## src/rtl/instr_ctrl_unit_if.sv

```systemverilog
// Fetch/decode bus between the instruction control unit and the instruction
// memory, register file and ALU that surround it.
interface instr_ctrl_unit_if;
    logic [31:0] INSTR;
    logic        INSTR_VALID;
    logic        ZERO;
    logic [7:0]  PC;
    logic        FETCH_REQ;
    logic [2:0]  INaddr;
    logic [2:0]  OUT1addr;
    logic [2:0]  OUT2addr;
    logic [7:0]  IMM;
    logic        IMM_SEL;
    logic [2:0]  ALU_SEL;
    logic        WR_EN;
    logic        HALTED;
    logic        ILLEGAL;

    modport master (
        input  INSTR, INSTR_VALID, ZERO,
        output PC, FETCH_REQ, INaddr, OUT1addr, OUT2addr, IMM, IMM_SEL,
               ALU_SEL, WR_EN, HALTED, ILLEGAL
    );

    modport slave (
        output INSTR, INSTR_VALID, ZERO,
        input  PC, FETCH_REQ, INaddr, OUT1addr, OUT2addr, IMM, IMM_SEL,
               ALU_SEL, WR_EN, HALTED, ILLEGAL
    );
endinterface

```

## src/rtl/instr_ctrl_unit.sv

```systemverilog
// Multi-cycle instruction control unit: fetches, decodes and sequences each
// instruction through DECODE/EXEC/WB and owns the program counter.
module instr_ctrl_unit (
    input  logic              CLK,
    input  logic              RESET,
    instr_ctrl_unit_if.master bus
);

    localparam logic [2:0] S_IDLE   = 3'd0;
    localparam logic [2:0] S_FETCH  = 3'd1;
    localparam logic [2:0] S_DECODE = 3'd2;
    localparam logic [2:0] S_EXEC   = 3'd3;
    localparam logic [2:0] S_WB     = 3'd4;
    localparam logic [2:0] S_HALT   = 3'd5;

    localparam logic [7:0] OP_LOADI = 8'h00;
    localparam logic [7:0] OP_MOV   = 8'h01;
    localparam logic [7:0] OP_ADD   = 8'h02;
    localparam logic [7:0] OP_SUB   = 8'h03;
    localparam logic [7:0] OP_AND   = 8'h04;
    localparam logic [7:0] OP_OR    = 8'h05;
    localparam logic [7:0] OP_J     = 8'h06;
    localparam logic [7:0] OP_BEQ   = 8'h07;
    localparam logic [7:0] OP_HALT  = 8'hFF;

    localparam logic [2:0] ALU_FWD = 3'b000;
    localparam logic [2:0] ALU_ADD = 3'b001;
    localparam logic [2:0] ALU_AND = 3'b010;
    localparam logic [2:0] ALU_OR  = 3'b011;
    localparam logic [2:0] ALU_SUB = 3'b100;

    logic [2:0] state_q, state_d;
    logic [7:0] pc_q, pc_d;
    logic [7:0] op_q;
    logic [7:0] br_off_q;
    logic [2:0] in_addr_q, out1_addr_q, out2_addr_q;
    logic [7:0] imm_q;
    logic       imm_sel_q;
    logic [2:0] alu_sel_q;
    logic       wr_op_q;
    logic       zero_q;
    logic       fetch_req_q, wr_en_q, halted_q, illegal_q;

    logic [7:0] dec_op;
    logic [2:0] dec_alu_sel;
    logic       dec_imm_sel, dec_wr_op, dec_illegal;
    logic       accept;

    assign dec_op = bus.INSTR[31:24];
    assign accept = (state_q == S_FETCH) && bus.INSTR_VALID;

    // NOTE: every always_comb output gets a default first so no path leaves it
    // unassigned, which would otherwise infer a latch.
    always_comb begin
        dec_alu_sel = ALU_FWD;
        dec_imm_sel = 1'b0;
        dec_wr_op   = 1'b0;
        dec_illegal = 1'b0;
        case (dec_op)
            OP_LOADI: begin dec_imm_sel = 1'b1; dec_wr_op = 1'b1; end
            OP_MOV:   dec_wr_op = 1'b1;
            OP_ADD:   begin dec_alu_sel = ALU_ADD; dec_wr_op = 1'b1; end
            OP_SUB:   begin dec_alu_sel = ALU_SUB; dec_wr_op = 1'b1; end
            OP_AND:   begin dec_alu_sel = ALU_AND; dec_wr_op = 1'b1; end
            OP_OR:    begin dec_alu_sel = ALU_OR;  dec_wr_op = 1'b1; end
            OP_J:     ;
            OP_BEQ:   dec_alu_sel = ALU_SUB;
            OP_HALT:  ;
            default:  dec_illegal = 1'b1;
        endcase
    end

    // Offsets are 8-bit two's complement, so sign extension to the 8-bit PC
    // is the identity and the sum wraps modulo 256.
    always_comb begin
        state_d = state_q;
        pc_d    = pc_q;
        case (state_q)
            S_IDLE:   state_d = S_FETCH;
            S_FETCH:  if (bus.INSTR_VALID) state_d = S_DECODE;
            S_DECODE: state_d = (op_q == OP_HALT) ? S_HALT : S_EXEC;
            S_EXEC:   state_d = S_WB;
            S_WB: begin
                state_d = S_FETCH;
                case (op_q)
                    OP_J:    pc_d = pc_q + 8'd1 + imm_q;
                    OP_BEQ:  pc_d = zero_q ? (pc_q + 8'd1 + br_off_q) : (pc_q + 8'd1);
                    default: pc_d = pc_q + 8'd1;
                endcase
            end
            S_HALT:   state_d = S_HALT;
            default:  state_d = S_IDLE;
        endcase
    end

    // NOTE: sequential state uses non-blocking assignments so every register
    // samples pre-edge values regardless of statement order.
    always_ff @(posedge CLK or posedge RESET) begin
        if (RESET) begin
            state_q     <= S_IDLE;
            pc_q        <= 8'd0;
            op_q        <= 8'd0;
            br_off_q    <= 8'd0;
            in_addr_q   <= 3'd0;
            out1_addr_q <= 3'd0;
            out2_addr_q <= 3'd0;
            imm_q       <= 8'd0;
            imm_sel_q   <= 1'b0;
            alu_sel_q   <= ALU_FWD;
            wr_op_q     <= 1'b0;
            zero_q      <= 1'b0;
            fetch_req_q <= 1'b0;
            wr_en_q     <= 1'b0;
            halted_q    <= 1'b0;
            illegal_q   <= 1'b0;
        end else begin
            state_q     <= state_d;
            pc_q        <= pc_d;
            fetch_req_q <= (state_d == S_FETCH);
            wr_en_q     <= (state_d == S_WB) && wr_op_q;
            halted_q    <= halted_q | (state_d == S_HALT);
            if (state_q == S_EXEC)
                zero_q <= bus.ZERO;
            if (accept) begin
                op_q        <= dec_op;
                br_off_q    <= bus.INSTR[23:16];
                in_addr_q   <= bus.INSTR[18:16];
                out1_addr_q <= bus.INSTR[10:8];
                out2_addr_q <= bus.INSTR[2:0];
                imm_q       <= bus.INSTR[7:0];
                imm_sel_q   <= dec_imm_sel;
                alu_sel_q   <= dec_alu_sel;
                wr_op_q     <= dec_wr_op;
                illegal_q   <= illegal_q | dec_illegal;
            end
        end
    end

    assign bus.PC        = pc_q;
    assign bus.FETCH_REQ = fetch_req_q;
    assign bus.INaddr    = in_addr_q;
    assign bus.OUT1addr  = out1_addr_q;
    assign bus.OUT2addr  = out2_addr_q;
    assign bus.IMM       = imm_q;
    assign bus.IMM_SEL   = imm_sel_q;
    assign bus.ALU_SEL   = alu_sel_q;
    assign bus.WR_EN     = wr_en_q;
    assign bus.HALTED    = halted_q;
    assign bus.ILLEGAL   = illegal_q;

endmodule

```

## src/flat_wrapper.sv

```systemverilog
// flat-port wrapper written by rule: the top's interface ports become plain ports
module instr_ctrl_unit_flat 
  (CLK, RESET, bus_INSTR, bus_INSTR_VALID, bus_ZERO, bus_PC, bus_FETCH_REQ, bus_INaddr, bus_OUT1addr, bus_OUT2addr, bus_IMM, bus_IMM_SEL, bus_ALU_SEL, bus_WR_EN, bus_HALTED, bus_ILLEGAL);
  instr_ctrl_unit_if bus_i ();
  input  logic CLK;
  input  logic RESET;
  input wire logic [$bits(bus_i.INSTR)-1:0] bus_INSTR;
  input wire logic [$bits(bus_i.INSTR_VALID)-1:0] bus_INSTR_VALID;
  input wire logic [$bits(bus_i.ZERO)-1:0] bus_ZERO;
  output wire logic [$bits(bus_i.PC)-1:0] bus_PC;
  output wire logic [$bits(bus_i.FETCH_REQ)-1:0] bus_FETCH_REQ;
  output wire logic [$bits(bus_i.INaddr)-1:0] bus_INaddr;
  output wire logic [$bits(bus_i.OUT1addr)-1:0] bus_OUT1addr;
  output wire logic [$bits(bus_i.OUT2addr)-1:0] bus_OUT2addr;
  output wire logic [$bits(bus_i.IMM)-1:0] bus_IMM;
  output wire logic [$bits(bus_i.IMM_SEL)-1:0] bus_IMM_SEL;
  output wire logic [$bits(bus_i.ALU_SEL)-1:0] bus_ALU_SEL;
  output wire logic [$bits(bus_i.WR_EN)-1:0] bus_WR_EN;
  output wire logic [$bits(bus_i.HALTED)-1:0] bus_HALTED;
  output wire logic [$bits(bus_i.ILLEGAL)-1:0] bus_ILLEGAL;
  assign bus_i.INSTR = bus_INSTR;
  assign bus_i.INSTR_VALID = bus_INSTR_VALID;
  assign bus_i.ZERO = bus_ZERO;
  assign bus_PC = bus_i.PC;
  assign bus_FETCH_REQ = bus_i.FETCH_REQ;
  assign bus_INaddr = bus_i.INaddr;
  assign bus_OUT1addr = bus_i.OUT1addr;
  assign bus_OUT2addr = bus_i.OUT2addr;
  assign bus_IMM = bus_i.IMM;
  assign bus_IMM_SEL = bus_i.IMM_SEL;
  assign bus_ALU_SEL = bus_i.ALU_SEL;
  assign bus_WR_EN = bus_i.WR_EN;
  assign bus_HALTED = bus_i.HALTED;
  assign bus_ILLEGAL = bus_i.ILLEGAL;
  instr_ctrl_unit u_core (.CLK(CLK), .RESET(RESET), .bus(bus_i));
endmodule
```

## config.mk

```make
export PLATFORM = sky130hd
export DESIGN_NAME = instr_ctrl_unit_flat
export DESIGN_NICKNAME = d
export VERILOG_FILES = /design/src/rtl/instr_ctrl_unit_if.sv /design/src/rtl/instr_ctrl_unit.sv /design/src/flat_wrapper.sv
export SDC_FILE = /design/constraint.sdc
export NUM_CORES = 1
export LEC_CHECK = 0
export ABC_AREA = 0
export CAP_MARGIN = 30
export CORE_UTILIZATION = 29
export CTS_CLUSTER_DIAMETER = 40
export DETAILED_ROUTE_END_ITERATION = 10
export SYNTH_ARGS = -nofsm -noshare
export SYNTH_HDL_FRONTEND = slang
export SYNTH_SLANG_ARGS = --single-unit
```

## constraint.sdc

```tcl
create_clock -name CLK -period 2.4 [get_ports CLK]
set_input_delay 0.72 -clock CLK [delete_from_list [all_inputs] [get_ports CLK]]
set_output_delay 0.72 -clock CLK [all_outputs]
set_load 0.02 [all_outputs]
```

==> metrics <==
period utilisation layout=102.1%; n_diodes=0; die extent in x=101.0 µm; Die Area=10190 µm²; outcome=complete, but fails checks; family with the most delay on the worst path=compound AO/OA/AOI/OAI gates; Avg Inst Size Synth=8.478 µm²; CP arrival=2690 ps; Setup crit end kind=register; DRT antenna net count=0; clock skew=11.67 ps; Crit Path Max Fanout=4; number of top-level pins=69; FILL cells=944; NetSw=2.196 mW; ys async rst share=100.0%; DR WL/cell=13.57 µm; critical path class=register to register; top post-synthesis cells by count=105 x nand2_1, 48 x dfrtp_1, 17 x ha_1, 16 x nor2_1, 15 x o21ai_0; sw frac=42.25%; Hold Slack=478.3 ps; TritonCTS clock tree=done; row cnt=35; HP Class=register to register; Max-slew headroom=50.86%; clock network fraction of total power=11.5%; share of cells above drive strength 1=17.26%; Primary FF master, synth=dfrtp_1; Yosys reg bits=48; critical path startpoint category=register; CP bufs+invs=1; Starting Density=30.31%; largest area contributor in the netlist=dfrtp_1; Final Hold Viols=0; Max VDD drop=0.4768 mV; Final #Nets=477; syn_nets=390; Hold-fix buffers, CTS=0; DP Wirelength=5699 µm; max-cap violations=0; first-pass detailed-route iteration total=4; leakage=1.821 nW; area added between synthesis and finish=45.07%; vias per inst=4.716; first-pass GRT wire length=12390 µm; Slew Viols, Final=0; synth warn=0; unique cell type count in the Yosys netlist=46; failing checks=setup timing; Root Buffer=clkbuf_8; EDFF count, synth=0; max frequency=407.9 MHz; global-route usage over all layers=15.59%; CTS clk-pin slew, worst paths=100 ps; drt drc=0; Tmin final=2451 ps; htree depth=2; Core ar.=9371 µm²; power density cells=1261 nW/µm²; worst setup margin=-51.40 ps; maximum clock path buffer count=2; GRT overflow=0; share of Yosys cell area claimed by the top area cell type=42.29%; Cells after DPL=542; sequential area share after synthesis=42.29%; CTS sink cnt=48; Pint=3.002 mW; antenna violations before repair=0; Synth Instances=335; Synth Cell Area=2840 µm²; CP Data Required Time=2640 ps; Setup violations, final=1; slowest CP cell=dfrtp_2; most common cell in the netlist=nand2_1; chip height=101.0 µm; via count of the first global-routing pass=2615; final cell count without fillers=552; largest net degree at the start of global routing=31; Cell Chain, Critical Path=ha_4 -> nand2_2 -> nor2_2 -> xnor2_1 -> buf_4 -> ha_1 -> o21ai_1 -> a32oi_1 -> a21oi_1 -> o31a_1 -> o211ai_1 -> o311a_1; largest stage delay on the critical path=460 ps; final wirelength=7489 µm; Combinational Power Share=60.2%; Sequential Power Share=28.3%; PortBufs=63; Worst-Skew Late Latency=310 ps; Iteration-0 DRC Markers=102; Place WS=-186.0 ps; Vias=2603; top cells by area, synth=dfrtp_1 42%, nand2_1 14%, ha_1 7.5%; GP Congestion=0.8942; TritonCTS Buffers=5; RSZ-0062 raised after global routing=yes; Worst Max-Slew Pin Slew=730.3 ps
-- sequential cells by signal, summed over array words and instances, names as in the netlist --
| name | count |
|---|---|
| u_core.wr_op_q | 1 |
| u_core.br_off_q | 6 |
| u_core.bus.ALU_SEL | 3 |
| u_core.bus.ILLEGAL | 1 |
| u_core.bus.INaddr | 2 |
| u_core.op_q | 8 |
| u_core.bus.IMM | 8 |
| u_core.bus.PC | 8 |
| u_core.bus.FETCH_REQ | 1 |
| u_core.bus.HALTED | 1 |
| u_core.bus.WR_EN | 1 |
| u_core.state_q | 3 |
| u_core.zero_q | 1 |
| u_core.bus.OUT1addr | 3 |
| u_core.bus.IMM_SEL | 1 |
-- layout make-up --
type | count | area, µm² | share of cell area [%]
flip-flops and latches | 48 | 1206 | 29.27
inverters | 12 | 45.04 | 1.093
clock inverters | 3 | 42.54 | 1.032
multi-input cells | 259 | 1680 | 40.78
clock buffers | 5 | 68.82 | 1.670
repair buffers | 96 | 915.9 | 22.23
well taps | 129 | 161.4 | 3.917
-- cells in the final DEF (no fill, tap or decap), types with 3 or more instances in the layout --
cell	n
nand3_1	6
nand4_1	5
clkbuf_8	5
buf_12	3
inv_1	11
o21ai_0	13
clkdlybuf4s50_1	63
nor4_1	3
and2_1	3
ha_1	12
nand2b_1	5
nor2_1	13
o21bai_1	3
a21o_1	3
dfrtp_2	4
xnor2_1	11
a211oi_2	3
buf_4	30
nor2b_1	4
o22ai_1	4
a21oi_1	11
nor2_2	3
dfrtp_1	44
nand2_1	104
ha_4	4
-- metrics by stage --
stage / instance area, µm² / setup TNS (ps) / util (%) / total power [mW]
6_report: 4120 / -51.40 / 43.97 / 5.197
5_1_grt: 4120 / -238.4 / 43.97 / 5.621
4_1_cts: 4070 / -36.20 / 43.43 / 5.143
3_5_place_dp: 3836 / -448.0 / 40.93 / 4.337
3_3_place_gp: 3836 / -271.4 / 40.93 / 4.258
2_1_floorplan: 2858 / -19.88 / - / 3.169
-- metal layers --
metal	vias to the layer above	wire length [µm]	track usage, %
met1	1231	3445	20.73
li1	1307	-	-
met5	-	0	0
met3	10	318	2.705
met4	0	132	4.794
met2	55	3592	25.87
-- worst reg2reg max path: cells and delay by family, from the launching register on --
| family | cells | cell delay (ps) |
|---|---|---|
| xor gates and xnor gates | 1 | 120 |
| buffers and inverters | 1 | 150 |
| and+or+nand+nor | 2 | 130 |
| DFF | 1 | 460 |
| AOI/OAI and AO/OA | 6 | 1020 |
| adders and majority gates | 2 | 490 |
-- power by group through the flow --
| stage | registers (mW) | clock network, mW | logic (mW) |
|---|---|---|---|
| floorplan | 1.53 | 0 | 1.63 |
| detailed placement | 1.47 | 0 | 2.87 |
| global route | 1.52 | 0.646 | 3.45 |
| CTS | 1.47 | 0.617 | 3.06 |
| global placement | 1.45 | 0 | 2.80 |
| finish | 1.47 | 0.598 | 3.13 |
-- repair_timing --
| item | 4_1_cts | 5_1_grt |
|---|---|---|
| buffers inserted | 2 | 0 |
| resized for setup | 16 | 12 |
| setup endpoints to repair | 4 | 4 |
| pin swaps | 15 | 4 |
-- path summary, 6_finish.rpt --
check | slack [ps] | depth (start not counted) | end | start
min in group asynchronous | 750 | 3 | u_core.br_off_q[6] | RESET
worst min register to register | 480 | 1 | u_core.wr_op_q | u_core.wr_op_q
max in group asynchronous | 1390 | 3 | u_core.bus.PC[3] | RESET
worst max-delay path | -50 | 12 | u_core.bus.PC[7] | u_core.bus.PC[0]
worst min-delay path | 480 | 1 | u_core.wr_op_q | u_core.wr_op_q
worst max register to register | -50 | 12 | u_core.bus.PC[7] | u_core.bus.PC[0]
-- cell families after synthesis --
group | count (synthesis) | synth area share [%]
flops | 48 | 42.29
xor+xnor | 14 | 4.317
compound gates | 62 | 14.14
fa+ha+maj | 19 | 8.899
buf+inv | 28 | 4.537
simple gates | 163 | 25.42
mux | 1 | 0.3964
Power figures use the tool's default switching activity.
